### config.mk
export PLATFORM = sky130hd
export DESIGN_NAME = data_memory_arbiter_flat
export DESIGN_NICKNAME = d
export VERILOG_FILES = /design/src/rtl/data_memory_arbiter_pkg.sv /design/src/rtl/data_memory_arbiter_if.sv /design/src/rtl/data_memory_arbiter_rr_counter.sv /design/src/rtl/data_memory_arbiter.sv /design/src/flat_wrapper.sv
export SDC_FILE = /design/constraint.sdc
export NUM_CORES = 1
export LEC_CHECK = 0
export ABC_AREA = 1
export CAP_MARGIN = 20
export CORE_AREA = 2 2 101 103
export CTS_CLUSTER_DIAMETER = 100
export DETAILED_ROUTE_END_ITERATION = 8
export DIE_AREA = 0 0 103 105
export DONT_BUFFER_PORTS = 1
export PLACE_DENSITY_LB_ADDON = 0.05
export REMOVE_ABC_BUFFERS = 1
export SYNTH_ARGS = -nofsm -noshare
export SYNTH_HDL_FRONTEND = slang
export SYNTH_SLANG_ARGS = --single-unit
### constraint.sdc
create_clock -name clk -period 0.95 [get_ports clk]
set_input_delay 0.0475 -clock clk [delete_from_list [all_inputs] [get_ports clk]]
set_output_delay 0.0475 -clock clk [all_outputs]
set_load 0.005 [all_outputs]
### src/rtl/data_memory_arbiter_pkg.sv
// Shared types and helpers for the two-port SPRAM data-memory arbiter.
// Holds the FSM state encoding, read-owner tag and byte-enable to nibble-mask mapping.
package data_memory_arbiter_pkg;

  typedef enum logic {
    PRIO_A  = 1'b0,
    FORCE_B = 1'b1
  } arb_state_t;

  typedef enum logic {
    OWNER_A = 1'b0,
    OWNER_B = 1'b1
  } rd_owner_t;

  localparam int unsigned DATA_W = 32;
  localparam int unsigned BE_W   = 4;
  localparam int unsigned MASK_W = 4;

  function automatic int unsigned cnt_width(input int unsigned max_val);
    return (max_val < 2) ? 1 : $clog2(max_val + 1);
  endfunction

  // Each byte covers two SPRAM nibbles; result is {msw_mask, lsw_mask}.
  function automatic logic [2*MASK_W-1:0] be_to_nibble_mask(input logic [BE_W-1:0] be);
    return {be[3], be[3], be[2], be[2], be[1], be[1], be[0], be[0]};
  endfunction

endpackage

### src/rtl/data_memory_arbiter_if.sv
// One requester port of the data-memory arbiter (CPU or debug/loader side).
// The requester uses the master modport, the arbiter the slave modport.
interface data_memory_arbiter_if
  import data_memory_arbiter_pkg::*;
#(
  parameter int unsigned ADDR_W = 14
);

  logic              req;
  logic              we;
  logic [ADDR_W-1:0] addr;
  logic [DATA_W-1:0] wdata;
  logic [BE_W-1:0]   be;
  logic              gnt;
  logic              rvalid;
  logic [DATA_W-1:0] rdata;

  modport master (
    output req, we, addr, wdata, be,
    input  gnt, rvalid, rdata
  );

  modport slave (
    input  req, we, addr, wdata, be,
    output gnt, rvalid, rdata
  );

endinterface

### src/rtl/data_memory_arbiter_rr_counter.sv
// dmem_rr_counter: saturating starvation counter with synchronous clear.
// Clear takes priority over increment.
module dmem_rr_counter
  import data_memory_arbiter_pkg::*;
#(
  parameter int unsigned MAX   = 4,
  parameter int unsigned CNT_W = cnt_width(MAX)
) (
  input  logic             clk,
  input  logic             reset,
  input  logic             clr,
  input  logic             inc,
  output logic [CNT_W-1:0] count
);

  localparam logic [CNT_W-1:0] MAX_V = CNT_W'(MAX);

  logic [CNT_W-1:0] count_q, count_d;

  always_comb begin
    count_d = count_q;
    if (clr) begin
      count_d = '0;
    end else if (inc && (count_q != MAX_V)) begin
      count_d = count_q + 1'b1;
    end
  end

  always_ff @(posedge clk) begin
    if (reset) begin
      count_q <= '0;
    end else begin
      count_q <= count_d;
    end
  end

  assign count = count_q;

endmodule

### src/rtl/data_memory_arbiter.sv
// Two-port arbiter in front of a 32-bit SPRAM pair, port A priority with starvation guard.
// Define DMEM_BYTE_MASK_EN to honour byte enables as nibble write masks.
module data_memory_arbiter
  import data_memory_arbiter_pkg::*;
#(
  parameter int unsigned ADDR_W     = 14,
  parameter int unsigned STARVE_MAX = 4
) (
  input  logic                  clk,
  input  logic                  reset,
  data_memory_arbiter_if.slave  a,
  data_memory_arbiter_if.slave  b,
  output logic                  mem_cs,
  output logic                  mem_wren,
  output logic [ADDR_W-1:0]     mem_addr,
  output logic [DATA_W-1:0]     mem_wdata,
  output logic [MASK_W-1:0]     mem_mask_msw,
  output logic [MASK_W-1:0]     mem_mask_lsw,
  input  logic [DATA_W-1:0]     mem_rdata
);

  localparam int unsigned       CNT_W       = cnt_width(STARVE_MAX);
  localparam logic [CNT_W-1:0]  STARVE_LAST = CNT_W'(STARVE_MAX - 1);

  arb_state_t        state_q, state_d;
  logic [CNT_W-1:0]  starve_cnt;
  logic              cnt_inc, cnt_clr;
  logic              a_gnt, b_gnt;

  logic              rd_valid_q, rd_valid_d;
  rd_owner_t         rd_owner_q, rd_owner_d;
  logic [DATA_W-1:0] a_rdata_q, a_rdata_d;
  logic [DATA_W-1:0] b_rdata_q, b_rdata_d;
  logic              a_rvalid, b_rvalid;

  dmem_rr_counter #(
    .MAX   (STARVE_MAX),
    .CNT_W (CNT_W)
  ) u_starve (
    .clk   (clk),
    .reset (reset),
    .clr   (cnt_clr),
    .inc   (cnt_inc),
    .count (starve_cnt)
  );

  // Grants are suppressed while reset is high so every output reads low during reset.
  always_comb begin
    state_d = state_q;
    a_gnt   = 1'b0;
    b_gnt   = 1'b0;
    cnt_inc = 1'b0;
    cnt_clr = 1'b0;
    if (!reset) begin
      unique case (state_q)
        PRIO_A: begin
          a_gnt = a.req;
          b_gnt = b.req & ~a.req;
          if (a_gnt && b.req) begin
            cnt_inc = 1'b1;
            if (starve_cnt >= STARVE_LAST) begin
              state_d = FORCE_B;
            end
          end else begin
            cnt_clr = 1'b1;
          end
        end
        FORCE_B: begin
          b_gnt   = b.req;
          a_gnt   = a.req & ~b.req;
          cnt_clr = 1'b1;
          if (b_gnt || !b.req) begin
            state_d = PRIO_A;
          end
        end
        default: state_d = PRIO_A;
      endcase
    end
  end

  always_ff @(posedge clk) begin
    if (reset) begin
      state_q <= PRIO_A;
    end else begin
      state_q <= state_d;
    end
  end

  always_comb begin
    mem_cs    = 1'b0;
    mem_wren  = 1'b0;
    mem_addr  = '0;
    mem_wdata = '0;
    if (a_gnt) begin
      mem_cs    = 1'b1;
      mem_wren  = a.we;
      mem_addr  = a.addr;
      mem_wdata = a.wdata;
    end else if (b_gnt) begin
      mem_cs    = 1'b1;
      mem_wren  = b.we;
      mem_addr  = b.addr;
      mem_wdata = b.wdata;
    end
  end

`ifdef DMEM_BYTE_MASK_EN
  logic [BE_W-1:0] sel_be;

  always_comb begin
    sel_be = '0;
    if (a_gnt) begin
      sel_be = a.be;
    end else if (b_gnt) begin
      sel_be = b.be;
    end
  end

  // Reads keep full masks; only writes are narrowed by the byte enables.
  always_comb begin
    {mem_mask_msw, mem_mask_lsw} = '0;
    if (mem_cs) begin
      {mem_mask_msw, mem_mask_lsw} = mem_wren ? be_to_nibble_mask(sel_be) : '1;
    end
  end
`else
  always_comb begin
    {mem_mask_msw, mem_mask_lsw} = '0;
    if (mem_cs) begin
      {mem_mask_msw, mem_mask_lsw} = '1;
    end
  end
`endif

  // SPRAM data arrives one cycle after the granted read; the owner bit steers it.
  always_comb begin
    rd_valid_d = mem_cs & ~mem_wren;
    rd_owner_d = b_gnt ? OWNER_B : OWNER_A;
    a_rvalid   = ~reset & rd_valid_q & (rd_owner_q == OWNER_A);
    b_rvalid   = ~reset & rd_valid_q & (rd_owner_q == OWNER_B);
    a_rdata_d  = a_rvalid ? mem_rdata : a_rdata_q;
    b_rdata_d  = b_rvalid ? mem_rdata : b_rdata_q;
  end

  always_ff @(posedge clk) begin
    if (reset) begin
      rd_valid_q <= 1'b0;
      rd_owner_q <= OWNER_A;
      a_rdata_q  <= '0;
      b_rdata_q  <= '0;
    end else begin
      rd_valid_q <= rd_valid_d;
      rd_owner_q <= rd_owner_d;
      a_rdata_q  <= a_rdata_d;
      b_rdata_q  <= b_rdata_d;
    end
  end

  assign a.gnt    = a_gnt;
  assign b.gnt    = b_gnt;
  assign a.rvalid = a_rvalid;
  assign b.rvalid = b_rvalid;
  assign a.rdata  = reset ? '0 : (a_rvalid ? mem_rdata : a_rdata_q);
  assign b.rdata  = reset ? '0 : (b_rvalid ? mem_rdata : b_rdata_q);

endmodule

### src/flat_wrapper.sv
// flat-port wrapper written by rule: the top's interface ports become plain ports
module data_memory_arbiter_flat import data_memory_arbiter_pkg::*;
#(
  parameter int unsigned ADDR_W     = 14,
  parameter int unsigned STARVE_MAX = 4
)
  (clk, reset, mem_cs, mem_wren, mem_addr, mem_wdata, mem_mask_msw, mem_mask_lsw, mem_rdata, a_req, a_we, a_addr, a_wdata, a_be, a_gnt, a_rvalid, a_rdata, b_req, b_we, b_addr, b_wdata, b_be, b_gnt, b_rvalid, b_rdata);
  data_memory_arbiter_if #(.ADDR_W(ADDR_W)) a_i ();
  data_memory_arbiter_if #(.ADDR_W(ADDR_W)) b_i ();
  input  logic clk;
  input  logic reset;
  output logic mem_cs;
  output logic mem_wren;
  output logic [ADDR_W-1:0] mem_addr;
  output logic [DATA_W-1:0] mem_wdata;
  output logic [MASK_W-1:0] mem_mask_msw;
  output logic [MASK_W-1:0] mem_mask_lsw;
  input  logic [DATA_W-1:0] mem_rdata;
  input wire logic [$bits(a_i.req)-1:0] a_req;
  input wire logic [$bits(a_i.we)-1:0] a_we;
  input wire logic [$bits(a_i.addr)-1:0] a_addr;
  input wire logic [$bits(a_i.wdata)-1:0] a_wdata;
  input wire logic [$bits(a_i.be)-1:0] a_be;
  output wire logic [$bits(a_i.gnt)-1:0] a_gnt;
  output wire logic [$bits(a_i.rvalid)-1:0] a_rvalid;
  output wire logic [$bits(a_i.rdata)-1:0] a_rdata;
  input wire logic [$bits(b_i.req)-1:0] b_req;
  input wire logic [$bits(b_i.we)-1:0] b_we;
  input wire logic [$bits(b_i.addr)-1:0] b_addr;
  input wire logic [$bits(b_i.wdata)-1:0] b_wdata;
  input wire logic [$bits(b_i.be)-1:0] b_be;
  output wire logic [$bits(b_i.gnt)-1:0] b_gnt;
  output wire logic [$bits(b_i.rvalid)-1:0] b_rvalid;
  output wire logic [$bits(b_i.rdata)-1:0] b_rdata;
  assign a_i.req = a_req;
  assign a_i.we = a_we;
  assign a_i.addr = a_addr;
  assign a_i.wdata = a_wdata;
  assign a_i.be = a_be;
  assign a_gnt = a_i.gnt;
  assign a_rvalid = a_i.rvalid;
  assign a_rdata = a_i.rdata;
  assign b_i.req = b_req;
  assign b_i.we = b_we;
  assign b_i.addr = b_addr;
  assign b_i.wdata = b_wdata;
  assign b_i.be = b_be;
  assign b_gnt = b_i.gnt;
  assign b_rvalid = b_i.rvalid;
  assign b_rdata = b_i.rdata;
  data_memory_arbiter #(.ADDR_W(ADDR_W), .STARVE_MAX(STARVE_MAX)) u_core (.clk(clk), .reset(reset), .a(a_i), .b(b_i), .mem_cs(mem_cs), .mem_wren(mem_wren), .mem_addr(mem_addr), .mem_wdata(mem_wdata), .mem_mask_msw(mem_mask_msw), .mem_mask_lsw(mem_mask_lsw), .mem_rdata(mem_rdata));
endmodule
==> out/metrics.csv, run 1 <==
stage,metric,value,unit
status,status,"complete, but fails checks",
status,violations,"negative hold slack, negative setup slack",
global_route,grt_pass1_wl,13900,microns
sta,rsz0062_at_grt,true,
cts,clockRootBuffer,clkbuf_8,
pwr,switching_share,0.263,
drt,dr.pass1.iters,4,
die,die_h,105,microns
logic_synthesis,synth_cell_type_count,19,
sta,finalWorstSetupSlack,-0.536,ns
setup_path,cp_data_required_time,0.90,ns
setup_path,worstSetupEndpointType,primary output,
cts,htreeDepth,3,
final_layout,instances_no_fill,661,
sta,period_needed,1.49,ns
pwr,peakVddDrop,0.798,mV
die,rows,36,
logic_synthesis,synth_compound_area_frac,0.106,
drt,ant_nets,0,
cts,cts_tree,built,
drt,wl,11100,microns
cts,cts.path.max_buffers,2,
final_layout,final_area,4910,sq um
final_layout,areaGrowthSynthToFinish,55.5,%
pwr,p_int,5.13,mW
setup_path,crit_end,a_rdata[23],
sta,hold_viol,50,
drt,first_iter_violations,201,
placement,dpl-instance-area,3730,sq um
setup_path,timing.rr.end,u_core.a_rdata_q[19],
logic_synthesis,synth_xor_xnor_area_share,0.00277,
setup_path,cp-start-kind,register,
logic_synthesis,yosysTopAreaCellShare,0.444,
final_layout,final_nets,664,
logic_synthesis,synth_top_cells_by_area,"dfxtp_1, nand2_1, nand3_1, o21ai_0, inv_1",
hold_path,hold_path.class,input port to register,
logic_synthesis,ys_seq_elements,70,
sta,finalCritPeriodShare,1.56,
final_layout,fill_cells,977,
global_route,grt_pass1_vias,2673,
setup_path,cp-startpoint,u_core.rd_owner_q,
die,ios,262,
cts,clk_pin_slew,0.08,ns
drt,routed_via_density,4.84,
logic_synthesis,syn_avg_cell_area,7.03,sq um
sta,final_max_slew_viol_count,0,
logic_synthesis,yosys.area_share.simple,0.297,
setup_path,reg2reg_depth,5,
placement,place_inst,620,
logic_synthesis,synthCells,449,
setup_path,worstPathArrival,1.44,ns
final_layout,layout-drive-gt1-share,0.455,
sta,slew_headroom,0.854,
sta,hold-worst-slack,-0.126,ns
pwr,clock_power_share,0.393,
setup_path,r2r-start,u_core.rd_owner_q,
sta,fmax,673,MHz
sta,setup_viol,191,
setup_path,cp_max_fo,10,
logic_synthesis,synth_mux_area_frac,0,
cts,cts_inserted_buffers,9,
final_layout,multi_input_area,1840,sq um
setup_path,reg2reg_setup_slack,-0.12,ns
logic_synthesis,synth_fa_ha_area_frac,0.0119,
placement,gp_congestion,0.706,
die,initial_core_util,0.328,
drt,dr_total_vias,3201,
final_layout,diodes,0,
flow_run,maxCapViolations,0,
sta,finClkSkew,0.00963,ns
pwr,power_density,1420,nW/um^2
global_route,antenna_found_initial,0,
logic_synthesis,yosysTopAreaCell,dfxtp_1,
global_route,grt_overflow,0,
cts,insertion_delay,0.34,ns
die,core-area,9640,sq um
final_layout,ff_latch_area,1410,sq um
logic_synthesis,seq_area_frac_synth,0.444,
pwr,combPwrFrac,0.163,
logic_synthesis,synth_top_family_by_area,simple AND/OR/NAND/NOR gates,
cts,hold_buffers,10,
setup_path,worst-setup-path-type,register to primary output,
die,die_width,103,microns
logic_synthesis,synth_area,3160,sq um
drt,drc,0,
placement,hpwl,6930,microns
pwr,p_seq_frac,0.444,
drt,wl_per_cell,16.8,microns
pwr,p_leak,2.31,nW
placement,io_buffers,0,
global_route,grt_usage,0.163,
pwr,p_switching,1.83,mW
sta,tightest_slew,0.217,ns
logic_synthesis,yosys_warnings,0,
global_route,grt_max_degree,48,
die,die_area,10800,sq um
cts,numClockSinks,70,
==> worst min-delay path by stage <==
stage	startpoint	endpoint	slack (ns)	cells past startpoint
global route	mem_rdata[10]	u_core.a_rdata_q[10]	-0.13	2
floorplan	b_addr[0]	mem_addr[0]	0.19	2
global placement	b_wdata[3]	mem_wdata[3]	0.20	2
finish	mem_rdata[10]	u_core.a_rdata_q[10]	-0.13	2
CTS	mem_rdata[10]	u_core.a_rdata_q[10]	-0.14	2
detailed placement	b_wdata[3]	mem_wdata[3]	0.19	2
==> cell type report <==
cell class                 count  area share
multi-input combinational    295       0.375
sequential                    70       0.288
timing repair buffer         102       0.221
inverter                      45      0.0354
tap                          133      0.0339
clock buffer                  10      0.0280
clock inverter                 6      0.0189
==> state kept, by name, summed over array words and instances, names as in the netlist <==
signal,count
u_core.rd_owner_q,1
u_core.b_rdata_q,32
u_core.a_rdata_q,32
u_core.state_q,1
u_core.u_starve.count,3
u_core.rd_valid_q,1
==> worst max-delay path, cell delays in order (launching register included) <==
cell	delay, ns
dfxtp_2	0.34
inv_2	0.06
nand3_4	0.17
buf_6	0.22
o21ai_1	0.16
buf_4	0.14
==> cells by family (layout without fill, tap and decap cells) <==
| kind of cell | after synthesis | after routing |
|---|---|---|
| adders and majority gates | 3 | 3 |
| and+or+nand+nor | 224 | 224 |
| buffers and inverters | 84 | 163 |
| xor gates and xnor gates | 1 | 1 |
| AOI/OAI and AO/OA | 67 | 67 |
| DFF | 70 | 70 |
==> metrics by stage <==
stage                     setup TNS (ns)   util  setup slack (ns)  power, mW
after floorplan                  -218.58      -             -1.64       3.54
after global placement            -15.47  0.387            -0.261       3.92
after detailed placement          -18.15  0.387            -0.253       3.92
after CTS                         -56.88  0.440            -0.549       6.80
after global routing              -72.70  0.509            -0.627       7.29
final                             -58.28  0.509            -0.536       6.96
==> power by group through the flow <==
stage,Combinational [mW],Sequential [mW],Clock (mW)
after floorplan,0.396,3.15,0
after global placement,0.768,3.15,0
after detailed placement,0.770,3.15,0
after CTS,0.889,3.09,2.82
after global routing,1.24,3.10,2.94
final,1.14,3.09,2.73
==> cell usage after synthesis (all sizes together) <==
master,number
buf,35
a21oi,2
nand3,69
dfxtp,70
nand4,1
nor2,8
xor2,1
inv,45
ha,3
nand2,146
o21ai,65
clkbuf,4
==> metal layers <==
layer	share of wire	global-route usage	vias to the layer above
met5	0	0	-
met4	0.0030	0.0197	0
met3	0.091	0.0649	6
met2	0.49	0.263	138
met1	0.42	0.210	1469
li1	-	-	1588
==> repair_timing <==
item                                   CTS  global route
endpoints found under the hold margin   70            50
resized for setup                       97           124
pin swaps                                3            18
cloned                                   1            13
setup buffers                            2             2
setup endpoints to repair              183           192
==> cell usage in the layout (no fill, tap or decap) <==
master and instances:
nand3_1 58, buf_4 64, nand2_1 91, dlygate4sd3_1 10, nor2_1 6, nand3_4 4, dfxtp_1 64, dfxtp_4 2
ha_4 2, buf_8 1, nor2_4 2, o21ai_4 4, inv_6 2, o21ai_1 17, nand2_4 11, xor2_1 1
clkbuf_16 7, nand3_2 7, buf_6 10, clkbuf_8 10, dfxtp_2 4, clkinv_4 1, bufinv_16 2, a21oi_2 1
inv_2 6, buf_12 10, nand2_2 44, clkinvlp_4 2, ha_2 1, nand4_1 1, o21ai_2 43, inv_1 38
a21oi_1 1, o21ai_0 1
Note: power is estimated with default switching activity, not from simulation.
==> run 2: changes to the inputs <==
ABC_AREA = not set   (was 1)
CORE_AREA = 2 2 102 104   (was 2 2 101 103)
DIE_AREA = 0 0 104 106   (was 0 0 103 105)
==> run 2 against run 1 <==
The run still ends with negative hold slack, negative setup slack left. Core utilization rose by 7.0 points. Wire length is 30% higher. Sequential share of layout area decreased by 4.5 points. Largest cell class unchanged. Via count rose by 0.78%. Critical endpoint is now a_rdata[24]. Clock power grew 3%. Highest routed layer unchanged. Synthesized area increased by 2.2%. Fmax shrank 6.6%. Clock-buffer cell count unchanged. Clock skew increased by 0.0018 ns. Worst hold slack got worse by 0.078 ns. Die area up 1.9%. Combinational power is 4% higher.
==> out/metrics.csv, run 2 <==
stage,metric,value,unit
drt,wl_per_cell,23.7,microns
sta,tightest_slew,0.232,ns
cts,insertion_delay,0.35,ns
final_layout,multi_input_area,2410,sq um
final_layout,final_common_cell,dfxtp_1,
logic_synthesis,seq_area_frac_synth,0.434,
final_layout,layout-drive-gt1-share,0.542,
drt,routed_via_density,5.29,
logic_synthesis,synth.top_cells.by_count,"nand2_1, dfxtp_1, a22o_1",
sta,finalWorstSetupSlack,-0.641,ns
hold_path,whs_endpoint,u_core.rd_valid_q,
sta,finalCritPeriodShare,1.67,
setup_path,cp-start-kind,register,
setup_path,worstSetupEndpointType,primary output,
drt,ant_nets,0,
final_layout,fill_cells,896,
sta,finClkSkew,0.0115,ns
cts,hold_buffers,32,
setup_path,r2r-start,u_core.state_q,
sta,period_needed,1.59,ns
setup_path,worst_path_most_repeated_cell,buf_6,
global_route,grt_pass1_vias,3158,
pwr,p_leak,2.56,nW
hold_path,hold_path.class,input port to register,
setup_path,cp_slowest_stage_delay,0.33,ns
flow_run,maxCapViolations,0,
sta,hold-worst-slack,-0.203,ns
sta,fmax,629,MHz
logic_synthesis,ys.flop_type,dfxtp_1,
sta,setup_viol,184,
global_route,grt_pass1_wl,19800,microns
status,violations,"negative hold slack, negative setup slack",
die,die_area,11000,sq um
logic_synthesis,synth_top_cells_by_area,"dfxtp_1, a22o_1, nand2_1, nand3b_1, nand2b_1",
hold_path,whs_path_depth,1,
logic_synthesis,synthArstFlopShare,0,
cts,clockRootBuffer,clkbuf_8,
logic_synthesis,synth_cell_type_count,25,
placement,dpl-instance-area,3550,sq um
sta,rsz0062_at_grt,true,
logic_synthesis,yosysTopAreaCell,dfxtp_1,
logic_synthesis,syn_avg_cell_area,8.56,sq um
global_route,grt_usage,0.242,
cts,cts_inserted_buffers,9,
placement,gp_congestion,0.868,
sta,hold_viol,63,
global_route,grt_max_degree,73,
hold_path,min_from,reset,
cts,numClockSinks,70,
logic_synthesis,synthCells,377,
die,core-area,10000,sq um
sta,final_max_slew_viol_count,0,
setup_path,timing.rr.end,u_core.rd_valid_q,
pwr,peakVddDrop,0.779,mV
die,die_h,106,microns
sta,tns,-79.58,ns
setup_path,cp_max_fo,8,
setup_path,slowest_stage,dfxtp_2,
setup_path,reg2reg_depth,7,
final_layout,final_area,5790,sq um
die,die_width,104,microns
sta,slew_headroom,0.845,
placement,io_buffers,0,
logic_synthesis,ys_seq_elements,70,
cts,clk_pin_slew,0.07,ns
setup_path,worstPathArrival,1.54,ns
setup_path,worst-setup-path-type,register to primary output,
die,ios,262,
status,status,"complete, but fails checks",
final_layout,final_cell_mix,"dfxtp_1, nand2_4, nand2_2",
drt,first_iter_violations,153,
pwr,p_total,7.02,mW
cts,cts_tree,built,
logic_synthesis,yosys_warnings,0,
logic_synthesis,synth_most_common_cell,nand2_1,
die,rows,37,
logic_synthesis,synth_edf_count,0,
logic_synthesis,synth_area,3230,sq um
pwr,power_density,1210,nW/um^2
setup_path,reg2reg_setup_slack,-0.48,ns
drt,dr_total_vias,3226,
final_layout,final_nets,605,
drt,wl,14500,microns
drt,dr.pass1.iters,4,
global_route,grt_overflow,0,
cts,cts.path.max_buffers,2,
cts,htreeDepth,3,
placement,hpwl,8360,microns
global_route,antenna_found_initial,4,
drt,drc,0,
final_layout,ff_latch_area,1410,sq um
logic_synthesis,yosysTopAreaCellShare,0.434,
final_layout,areaGrowthSynthToFinish,79.5,%
setup_path,cp_cell_sequence,"nor3b_4, buf_6, buf_8, buf_6, o21ai_4, buf_6",
setup_path,cp_data_required_time,0.90,ns
die,initial_core_util,0.323,
run 2: changes by cell type in the layout (fill, tap and decap cells not counted), sizes merged, moves of 3 or more:
cell         before  now
a22o              0   47
nand2           146   98
diode             0    5
nand2b            0   32
nand3b            0   34
buf              85   74
dlygate4sd3      10   32
nor2              8    4
nand3            69    1
inv              46    7
nor3b             0    3
o21ai            65   32
run 2: logic make-up after synthesis:
kind of cell | after synthesis | share of synthesized area
AND/OR/NAND/NOR | 174 | 0.277
buffers and inverters | 44 | 0.0841
AO/OA/AOI/OAI | 85 | 0.191
XOR/XNOR | 1 | 0.00271
adder cells (fa/ha/maj) | 3 | 0.0116
flip-flops | 70 | 0.434
run 2: repair_timing:
item | in CTS | in global routing
setup endpoints to repair | 183 | 184
pin swaps | 70 | 76
buffers inserted | 24 | 5
gates resized for setup | 202 | 95
hold endpoints to repair | 70 | 65
cloned | 11 | 10
run 2: per-layer routing:
metal,part of all wire,up-vias,track usage
li1,-,1468,-
met2,0.49,162,0.400
met3,0.092,31,0.0932
met4,0.036,0,0.106
met1,0.39,1565,0.279
met5,0,-,0
run 2: report_power, final:
part | leakage, nW | internal (mW) | switching [mW] | total [mW]
Sequential | 0.570 | 3.01 | 0.0260 | 3.04
Clock | 0.110 | 1.57 | 1.24 | 2.80
Combinational | 1.88 | 0.637 | 0.539 | 1.18
run 2: worst max path at each step:
| stage | start | endpoint | depth (start not counted) |
|---|---|---|---|
| after floorplan | u_core.rd_owner_q | u_core.a_rdata_q[0] | 2 |
| after global placement | u_core.rd_valid_q | a_rdata[24] | 4 |
| after detailed placement | u_core.rd_valid_q | a_rdata[24] | 5 |
| after CTS | u_core.state_q | mem_wdata[26] | 5 |
| after global routing | u_core.state_q | mem_wdata[5] | 5 |
| final | u_core.rd_valid_q | a_rdata[24] | 6 |
run 2: per-stage QoR:
step	std cells	setup slack, ns	utilization
2_1_floorplan	338	-1.71	-
3_3_place_gp	513	-0.343	0.355
3_5_place_dp	513	-0.392	0.355
4_1_cts	596	-0.617	0.519
5_1_grt	609	-0.688	0.579
6_report	610	-0.641	0.579
run 2: layout make-up:
type / count / share of cell area
multi-input cells: 263 / 0.416
repair buffers: 115 / 0.264
clock inverters: 6 / 0.0160
clock buffers: 10 / 0.0238
inverters: 5 / 0.00583
diodes: 5 / 0.00216
well taps: 136 / 0.0294
flip-flops and latches: 70 / 0.243
run 2: critical path, delay by kind of cell, from the launching register on:
kind / cells / cell delay (ns)
flops: 1 / 0.33
simple gates: 1 / 0.15
buf+inv: 4 / 0.53
compound gates: 1 / 0.19
